===== config.mk =====
export PLATFORM = sky130hd
export DESIGN_NAME = vu_vmu_ld_elem_seq
export DESIGN_NICKNAME = d
export VERILOG_FILES = /design/src/rtl/vu_vmu_ld_elem_seq.sv
export SDC_FILE = /design/constraint.sdc
export NUM_CORES = 1
export LEC_CHECK = 0
export ABC_CLOCK_PERIOD_IN_PS = 14400
export BUFFER_PORTS_ARGS = -buffer_cell sky130_fd_sc_hd__buf_2
export CAP_MARGIN = 15
export CORE_ASPECT_RATIO = 0.8
export CORE_MARGIN = 2
export CORE_UTILIZATION = 25
export CTS_CLUSTER_DIAMETER = 50
export DETAILED_ROUTE_END_ITERATION = 8
export PLACE_DENSITY = 0.46
export SETUP_SLACK_MARGIN = 0.1
export SYNTH_ARGS = -nofsm -noshare
export SYNTH_HDL_FRONTEND = slang
export SYNTH_SLANG_ARGS = --single-unit

===== constraint.sdc =====
create_clock -name clk -period 14.4 [get_ports clk]
set_input_delay 1.44 -clock clk [delete_from_list [all_inputs] [get_ports clk]]
set_output_delay 1.44 -clock clk [all_outputs]
set_load 0.1 [all_outputs]

===== src/rtl/vu_vmu_ld_elem_seq.sv =====
// vu_vmu_ld_elem_seq: unit-stride load element sequencer for the VMU.
// Accepts one load command, buffers aligned 128-bit response lines and walks
// the byte/half/word/dword selector one element per cycle into a one-entry
// writeback register tagged with the element index.
// Ports:
//   clk, reset                        clock, asynchronous active-high reset
//   cmd_val/cmd_rdy, cmd_*            load command (vlen, typ, signext, addr_lsb)
//   line_val/line_rdy, line_data      aligned 16-byte memory response line
//   sel_bhwd_sel, sel_signext,
//   sel_addr_lsb, sel_din, sel_dout   external element selector interface
//   wb_val/wb_rdy, wb_data, wb_idx    element writeback toward the VXU
//   done                              pulse when the last element enters wb
module vu_vmu_ld_elem_seq #(
    parameter int VLEN_SZ = 11
) (
    input  logic               clk,
    input  logic               reset,
    input  logic               cmd_val,
    output logic               cmd_rdy,
    input  logic [VLEN_SZ-1:0] cmd_vlen,
    input  logic [1:0]         cmd_typ,
    input  logic               cmd_signext,
    input  logic [3:0]         cmd_addr_lsb,
    input  logic               line_val,
    output logic               line_rdy,
    input  logic [127:0]       line_data,
    output logic [1:0]         sel_bhwd_sel,
    output logic               sel_signext,
    output logic [3:0]         sel_addr_lsb,
    output logic [127:0]       sel_din,
    input  logic [63:0]        sel_dout,
    output logic               wb_val,
    input  logic               wb_rdy,
    output logic [63:0]        wb_data,
    output logic [VLEN_SZ-1:0] wb_idx,
    output logic               done
);
    typedef enum logic [1:0] {IDLE, FILL, EXTRACT} state_t;

    state_t             state, state_nx;
    logic [1:0]         typ;
    logic               signext;
    logic [VLEN_SZ-1:0] vlen, count;
    logic [3:0]         offset;
    logic [127:0]       line_buf;
    logic               cmd_fire, line_fire, fire, last;
    logic [4:0]         offset_sum;
    logic [63:0]        ext_data;

    assign cmd_rdy      = state == IDLE;
    assign line_rdy     = state == FILL;
    assign cmd_fire     = cmd_val & cmd_rdy;
    assign line_fire    = line_val & line_rdy;
    assign fire         = (state == EXTRACT) & (!wb_val | wb_rdy);
    assign last         = count == vlen - VLEN_SZ'(1);
    // bit 4 is the carry out of the line: the next element lives in a new line
    assign offset_sum   = {1'b0, offset} + (5'd1 << typ);
    assign sel_bhwd_sel = typ;
    // the selector's flag means zero-extend, hence the inversion
    assign sel_signext  = ~signext;
    assign sel_addr_lsb = offset;
    assign sel_din      = line_buf;
    // words come back from the selector unextended; narrower types are already extended
    assign ext_data     = typ == 2'b10 ? (signext ? {{32{sel_dout[31]}}, sel_dout[31:0]}
                                                  : {32'd0, sel_dout[31:0]})
                                       : sel_dout;

    always_ff @(posedge clk or posedge reset)
        if (reset) state <= IDLE;
        else       state <= state_nx;

    always_comb begin
        state_nx = state;
        case (state)
            IDLE:    if (cmd_fire && cmd_vlen != '0) state_nx = FILL;
            FILL:    if (line_fire) state_nx = EXTRACT;
            EXTRACT: if (fire) state_nx = last ? IDLE : offset_sum[4] ? FILL : EXTRACT;
            default: state_nx = IDLE;
        endcase
    end

    always_ff @(posedge clk or posedge reset)
        if (reset) begin
            typ      <= '0;
            signext  <= 1'b0;
            vlen     <= '0;
            count    <= '0;
            offset   <= '0;
            line_buf <= '0;
            wb_val   <= 1'b0;
            wb_data  <= '0;
            wb_idx   <= '0;
            done     <= 1'b0;
        end else begin
            if (cmd_fire) begin
                typ     <= cmd_typ;
                signext <= cmd_signext;
                vlen    <= cmd_vlen;
                count   <= '0;
                // misaligned start offsets are rounded down to the element size
                offset  <= cmd_addr_lsb & ~((4'd1 << cmd_typ) - 4'd1);
            end
            if (line_fire) line_buf <= line_data;
            if (fire) begin
                wb_data <= ext_data;
                wb_idx  <= count;
                count   <= count + VLEN_SZ'(1);
                offset  <= offset_sum[3:0];
            end
            wb_val <= fire | (wb_val & ~wb_rdy);
            done   <= (cmd_fire & (cmd_vlen == '0)) | (fire & last);
        end
endmodule


==> metrics.yaml, run 1 <==
outcome:
  status: "completed"
min_path:
  hold_path.class: "reg -> reg"
  worstHoldEndpoint: "wb_data[8]$_DFFE_PP0P_"
  hold_path_depth: 2
  worstHoldStart: "wb_data[8]$_DFFE_PP0P_"
worst_setup_path:
  path_cells: "buf_2, nand2_4, buf_4, buf_4, mux2_2"
  crit_fanout: 62
  cp_common_cell: "buf_4"
  reg2reg_slack_ns: 11.53
  cp-start-kind: "input port"
  path_class: "in -> reg"
  r2r-start: "state[0]$_DFFE_PP0P_"
  critPathMaxStageDelay_ns: 0.73
  crit_path_end_kind: "register"
  slowest_stage: "buf_4"
  startpoint: "line_val"
  rr_worst_depth: 5
  worstPathRequired_ns: 14.78
  r2r-end: "sel_din[2]$_DFFE_PP0P_"
  path_buf_inv: 3
  cp.arrival_ns: 3.62
  cp_top_family: "buffers and inverters"
floorplan:
  die-area_sq_mm: 0.0402
  row_count: 64
  fp.coreArea_sq_mm: 0.0381
  chipHeight_microns: 180
  die_x_microns: 224
  pin_count: 429
  start_util: 0.253
clock_tree:
  cts_max_level: 2
  cts.sinks: 236
  cts_setup_buffers: 0
  tritoncts: "yes"
  ctsResizeCount: 0
  insertion_delay_ns: 0.51
  cts_buffer_depth: 3
  cts-root-buf: "clkbuf_16"
  ctsHoldBuffers: 0
  cts.clk_slew.worst_paths_ns: 0.05
  cts_buffers: 35
route:
  drc_errors: 0
  drt_wl_total_mm: 29.8
  vias_per_cell: 4.33
  drtIter0Drc: 306
  drt-pass1-iter-count: 4
  ant_nets: 0
  vias: 7717
  post_drt_wl_per_cell_microns: 16.7
logic_synthesis:
  netlist_area_sq_mm: 0.00965
  ys_seq_area_frac: 0.612
  synth.top_cells.by_area: "dfrtp_1 61%, mux2_2 15%, nand2_1 8.1%"
  synthFlopType: "dfrtp_1"
  yosysUniqueCellTypes: 53
  synth_top_area_share: 0.612
  synth.top_cells.by_count: "236 x dfrtp_1, 209 x nand2_1, 128 x mux2_2, 45 x nor2_1, 40 x a21oi_1"
  synth_edf_count: 0
  syn_inst: 836
  yosys.area.top_type: "dfrtp_1"
  synth.most_common_cell: "dfrtp_1"
  ys_warn_count: 0
  synth-seq-cells: 236
  synth.avg_cell_area_sq_um: 11.5
  synthArstFlopShare: 1.00
  mappedNetlistNets: 1058
timing:
  setup_tns_ns: 0
  tightest_slew_ns: 1.05
  period_share: 0.225
  rsz0062_at_grt: "no"
  final_hold_viol_count: 0
  setup_violations: 0
  relSlewSlack: 0.298
  worst_clock_skew_ns: 0.0141
  period_minus_slack_ns: 3.24
  maxSlewViolCount: 0
  max_freq_mhz: 309
grt:
  grt_usage: 0.147
  grt_start_max_net_pins: 94
  grt_pass1_wl_mm: 46.8
  grt_pass1_vias: 8098
  grt_antenna_before_repair: 4
  overflow: 0
layout:
  final_cells: 1783
  drive_gt1_frac: 0.494
  area_growth_pct: 39.5
  nNetsFinal: 1483
job:
  max-cap-violations: 0
placed_design:
  dp.final_hpwl_mm: 21.1
  place_congestion: 0.787
  io_buffers: 428
  place_inst: 1718
[cell usage in the layout (no fill, tap or decap), drive strengths merged, types with 3 or more instances in the layout]
cell type,instances
inv,16
clkbuf,48
clkinv,5
clkinvlp,3
nand2,209
nor2,46
a311oi,3
ha,6
buf,435
mux2,128
dfrtp,236
nand4,7
nand2b,7
a21oi,40
xor2,6
o21ai,26
nand3,10
xnor2,7
diode,3
and3,5
nor2b,4
nor4,3
nor3,4
[stage by stage]
step	setup WS [ns]	hold WS (ns)	cell area, sq um	util
finish	11.16	0.465	13500	0.353
global route	10.94	0.485	13500	0.353
CTS	11.16	0.470	13400	0.353
detailed placement	10.61	0.457	12300	0.323
global placement	10.64	0.453	12300	0.323
floorplan	6.49	0.483	9650	-
[cell type report]
class	instances	area, sq um
fillers	3909	24700
inverters	11	48.8
diodes	3	7.51
multi-input cells	542	3530
repair buffers	435	2210
flip-flops and latches	236	5910
clock buffers	48	1040
clock inverters	13	105
well taps	495	619
[cells by family (layout without fill, tap and decap cells)]
group | count (synthesis) | count (layout) | synth area share
other cells | 0 | 3 | 0
compound gates | 88 | 88 | 0.0537
buf+inv | 58 | 507 | 0.0255
flops | 236 | 236 | 0.612
simple gates | 306 | 306 | 0.136
xor+xnor | 13 | 13 | 0.0137
mux | 128 | 128 | 0.149
fa+ha+maj | 7 | 7 | 0.00985
[layer usage]
layer,global-route usage,up-vias,part of all wire
met5,0,-,0
met4,0.0509,0,0.024
met3,0.0335,52,0.059
met2,0.246,245,0.49
met1,0.189,3741,0.43
li1,-,3679,-
[worst register-to-register path, stage by stage (launching register included)]
cell and delay, ns:
dfrtp_1 0.45, nor2b_1 0.20, nand2_4 0.16, buf_4 0.61
buf_4 0.80, mux2_2 0.52
[worst max path at each step]
stage	cells after the start	endpoint
floorplan	1	count[0]$_DFFE_PP0P_
global placement	5	sel_din[126]$_DFFE_PP0P_
detailed placement	5	sel_din[2]$_DFFE_PP0P_
CTS	5	sel_din[2]$_DFFE_PP0P_
global route	6	count[4]$_DFFE_PP0P_
finish	5	sel_din[2]$_DFFE_PP0P_
[state kept, by name, summed over array words and instances (netlist names)]
register,flops
wb_idx,11
state,2
vlen,11
wb_data,64
signext,1
done,1
sel_addr_lsb,4
count,11
wb_val,1
sel_din,128
sel_bhwd_sel,2
Power of run 1 is not shown: default switching activity piles up to over one toggle a cycle in this logic, so the estimate is an artifact.
==> inputs of run 2 (changes only) <==
Settings changed: ABC_CLOCK_PERIOD_IN_PS 14400 to 3100.
Clock period 14.4 ns to 3.1 ns, I/O delays scaled along.
==> run 2 against run 1 <==
Compared with the run above: global-route usage increased by 0.13 points; flip-flop and latch count did not move; utilization increased by 1.1 points; clock skew about the same; first-iteration DRC count grew 24%; via count increased by 1.5%; cell count grew 2.4%; worst hold slack lost 0.44 ns; non-clock buffer count is 43 higher; sequential share of layout area shrank 1.4 points; critical path type is now reg -> reg; largest cell class unchanged.
==> metrics.yaml, run 2 (synthesis results as in run 1) <==
placed_design:
  dp.final_hpwl_mm: 21.3
  place_inst: 1726
  place_congestion: 0.786
  io_buffers: 428
floorplan:
  start_util: 0.253
  pin_count: 429
  fp.coreArea_sq_mm: 0.0381
  chipHeight_microns: 180
  die-area_sq_mm: 0.0402
  row_count: 64
  die_x_microns: 224
clock_tree:
  cts_buffer_depth: 3
  ctsResizeCount: 0
  cts_max_level: 2
  cts-root-buf: "clkbuf_16"
  tritoncts: "yes"
  cts.clk_slew.worst_paths_ns: 0.05
  insertion_delay_ns: 0.51
  cts.sinks: 236
  cts_buffers: 34
  cts_setup_buffers: 0
layout:
  nNetsFinal: 1525
  final_cell_mix: "428 x buf_2, 236 x dfrtp_1, 208 x nand2_1"
  final_util: 0.364
  drive_gt1_frac: 0.480
  final_cells: 1826
  fillers: 3870
  area_growth_pct: 43.9
  layout_commonest_cell: "buf_2"
  largest_reg_flops: 128
job:
  max-cap-violations: 0
outcome:
  status: "completed"
grt:
  grt_pass1_wl_mm: 47.2
  overflow: 0
  grt_usage: 0.149
  grt_start_max_net_pins: 86
  grt_pass1_vias: 8365
  grt_antenna_before_repair: 5
worst_setup_path:
  path_class: "reg -> reg"
  cp.arrival_ns: 2.71
  crit_fanout: 7
  crit_path_end_kind: "register"
  cp-start-kind: "register"
  worstPathRequired_ns: 3.45
route:
  drtIter0Drc: 380
  drt_wl_total_mm: 30.1
  vias: 7830
  drt-pass1-iter-count: 4
  post_drt_wl_per_cell_microns: 16.5
  vias_per_cell: 4.29
  drc_errors: 0
  ant_nets: 0
timing:
  max_freq_mhz: 424
  period_minus_slack_ns: 2.36
  final_hold_viol_count: 0
  maxSlewViolCount: 0
  setup_violations: 0
  rsz0062_at_grt: "no"
  worst_clock_skew_ns: 0.0141
  period_share: 0.760
  relSlewSlack: 0.502
  tightest_slew_ns: 0.746
min_path:
  hold_path.class: "in -> reg"
-- run 2: path summary, 6_finish.rpt --
check	from	to	slack, ns	depth (start not counted)
worst max-delay path	vlen[0]$_DFFE_PP0P_	done$_DFF_PP0_	0.74	8
min in group asynchronous	reset	sel_din[74]$_DFFE_PP0P_	0.48	3
worst min register to register	wb_data[27]$_DFFE_PP0P_	wb_data[27]$_DFFE_PP0P_	0.47	2
worst max register to register	vlen[0]$_DFFE_PP0P_	done$_DFF_PP0_	0.74	8
worst min-delay path	sel_dout[15]	wb_data[15]$_DFFE_PP0P_	0.03	3
max in group asynchronous	reset	sel_addr_lsb[1]$_DFFE_PP0P_	1.68	4
-- run 2: metal layers --
metal / GRT usage / vias to the layer above / wire, microns
li1: - / 3764 / -
met5: 0 / - / 13
met3: 0.0422 / 52 / 2010
met4: 0.0547 / 2 / 891
met1: 0.188 / 3746 / 13000
met2: 0.243 / 266 / 14200
-- run 2: metrics by stage --
step | setup WS, ns | hold slack, ns | cell area (sq um) | TNS (ns)
2_1_floorplan | -0.302 | 0.415 | 9660 | -71.24
3_3_place_gp | 0.826 | 0.453 | 12400 | 0
3_5_place_dp | 0.773 | 0.458 | 12400 | 0
4_1_cts | 0.760 | 0.0000147 | 13900 | 0
5_1_grt | 0.585 | 0.000305 | 13900 | 0
6_report | 0.743 | 0.0284 | 13900 | 0
-- run 2: timing repair --
action / in CTS / in global routing
endpoints found under the hold margin: 61 / 1
setup endpoints to repair: 0 / 0
hold buffers: 35 / 1
-- run 2: worst max-delay path, cell delays in order, from the launching register on --
cell      delay [ns]
dfrtp_1         0.43
inv_1           0.10
ha_1            0.27
or4b_4          0.52
xnor2_1         0.14
nand4b_1        0.08
a21oi_1         0.07
a311oi_1        0.46
o32ai_1         0.13
-- run 2: final cells by class --
type | instances | area, sq um | area share
antenna | 4 | 10.0 | 0.000720
clock buffer | 49 | 1010 | 0.0728
clock inverter | 11 | 97.6 | 0.00702
inverter | 11 | 45.0 | 0.00324
multi-input combinational | 542 | 3530 | 0.254
sequential | 236 | 5910 | 0.425
tap | 495 | 619 | 0.0446
timing repair buffer | 478 | 2670 | 0.192
Power of run 2 is left out for the same reason.
==> inputs of run 3 (changes only) <==
Settings changed: ABC_CLOCK_PERIOD_IN_PS 3100 to 2150, PLACE_DENSITY 0.46 to 0.47.
Clock period 3.1 ns to 2.15 ns, I/O delays scaled along.
==> run 3 against run 2 <==
Compared with the run above: clock skew down 0.0036 ns; cell count up 10%; highest routed layer is now met4; worst hold slack better by 0.0063 ns; first-iteration DRC count up 11%.
==> metrics.yaml, run 3 (synthesis results as in run 1) <==
route:
  ant_nets: 0
  drt-pass1-iter-count: 4
  vias_per_cell: 4.30
  drtIter0Drc: 420
  vias: 8668
  drt_wl_total_mm: 32.2
  drc_errors: 0
  post_drt_wl_per_cell_microns: 16.0
layout:
  area_growth_pct: 64.2
  largest_reg_flops: 128
  diodes: 0
  nNetsFinal: 1718
  final_cells: 2016
  drive_gt1_frac: 0.443
  final_cell_mix: "428 x buf_2, 234 x dfrtp_1, 209 x dlygate4sd3_1"
  layout_commonest_cell: "buf_2"
timing:
  tightest_slew_ns: 0.629
  final_hold_viol_count: 0
  worst_clock_skew_ns: 0.0105
  maxSlewViolCount: 0
  rsz0062_at_grt: "yes"
  period_share: 0.954
  setup_violations: 0
  hold_slack_ns: 0.0347
  max_freq_mhz: 487
  relSlewSlack: 0.581
  period_minus_slack_ns: 2.05
grt:
  grt_start_max_net_pins: 107
  grt_pass1_wl_mm: 50.5
  grt_antenna_before_repair: 0
  grt_pass1_vias: 9104
  grt_usage: 0.158
  overflow: 0
worst_setup_path:
  cp-start-kind: "register"
  crit_fanout: 3
  crit_path_end_kind: "register"
  worstPathRequired_ns: 2.55
  cp.arrival_ns: 2.45
  path_class: "reg -> reg"
placed_design:
  io_buffers: 428
  dp.final_hpwl_mm: 22.5
  place_inst: 1740
  place_congestion: 0.783
clock_tree:
  tritoncts: "yes"
  cts-root-buf: "clkbuf_16"
  cts_buffer_depth: 3
  cts.clk_slew.worst_paths_ns: 0.05
  cts_buffers: 35
  insertion_delay_ns: 0.50
  cts_max_level: 2
  cts.sinks: 236
floorplan:
  fp.coreArea_sq_mm: 0.0381
  chipHeight_microns: 180
  start_util: 0.253
  die-area_sq_mm: 0.0402
  pin_count: 429
  row_count: 64
  die_x_microns: 224
job:
  max-cap-violations: 0
min_path:
  hold_path.class: "in -> reg"
outcome:
  status: "completed"
[run 3: changes by cell type in the layout (fill, tap and decap cells not counted), sizes merged]
cell / before / now
clkinvlp: 1 / 3
dlygate4sd3: 36 / 209
inv: 13 / 16
clkinv: 7 / 9
clkbuf: 49 / 43
diode: 4 / 0
buf: 442 / 461
bufinv: 1 / 2
[run 3: final timing paths]
path                            cells past startpoint                     from                           to  slack (ns)
min in group asynchronous                           4                    reset      sel_din[61]$_DFFE_PP0P_        0.36
worst max-delay path                                9      vlen[0]$_DFFE_PP0P_               done$_DFF_PP0_         0.1
worst min-delay path                                3             sel_dout[55]      wb_data[55]$_DFFE_PP0P_        0.03
worst min register to register                      2  wb_data[26]$_DFFE_PP0P_      wb_data[26]$_DFFE_PP0P_        0.47
worst max register to register                      9      vlen[0]$_DFFE_PP0P_               done$_DFF_PP0_         0.1
max in group asynchronous                           4                    reset  sel_bhwd_sel[0]$_DFFE_PP0P_        1.13
[run 3: cell type report]
| cell class | instances | area [sq um] |
|---|---|---|
| Clock buffer | 43 | 926 |
| Clock inverter | 19 | 194 |
| Fill cell | 3726 | 22300 |
| Inverter | 11 | 45.0 |
| Multi-Input combinational cell | 542 | 3600 |
| Sequential cell | 236 | 5910 |
| Tap cell | 495 | 619 |
| Timing Repair Buffer | 670 | 4560 |
[run 3: what timing repair did]
| action | in CTS | in global routing |
|---|---|---|
| hold buffers | 209 | 0 |
| endpoints found under the setup margin | 3 | 16 |
| hold endpoints to repair | 322 | 0 |
| pin swaps | 5 | 5 |
| setup buffers | 1 | 4 |
| resized for setup | 9 | 5 |
| gates cloned | 0 | 0 |
[run 3: stage by stage]
stage | setup WS [ns] | instance area [sq um] | utilization | setup TNS [ns]
after floorplan | -1.16 | 9670 | - | -275.61
after global routing | -0.0238 | 15800 | 0.416 | -0.0391
after global placement | 0.103 | 12500 | 0.329 | 0
final | 0.0986 | 15800 | 0.416 | 0
after detailed placement | 0.0488 | 12500 | 0.329 | 0
after CTS | 0.103 | 15800 | 0.415 | 0
[run 3: worst max-delay path, cell delays in order (launching register included)]
cell     delay, ns
dfrtp_1       0.38
inv_2         0.08
ha_4          0.14
or4b_4        0.51
o21ai_4       0.15
a32oi_1       0.07
o21ai_1       0.12
buf_4         0.13
nand4_1       0.09
o32ai_1       0.29
[run 3: layer usage]
layer	part of all wire	routed length, microns	global-route usage
met1	0.44	14300	0.209
met2	0.47	15000	0.252
met3	0.061	1960	0.0369
met4	0.030	964	0.0584
met5	0	0	0
Power of run 3 is left out for the same reason.
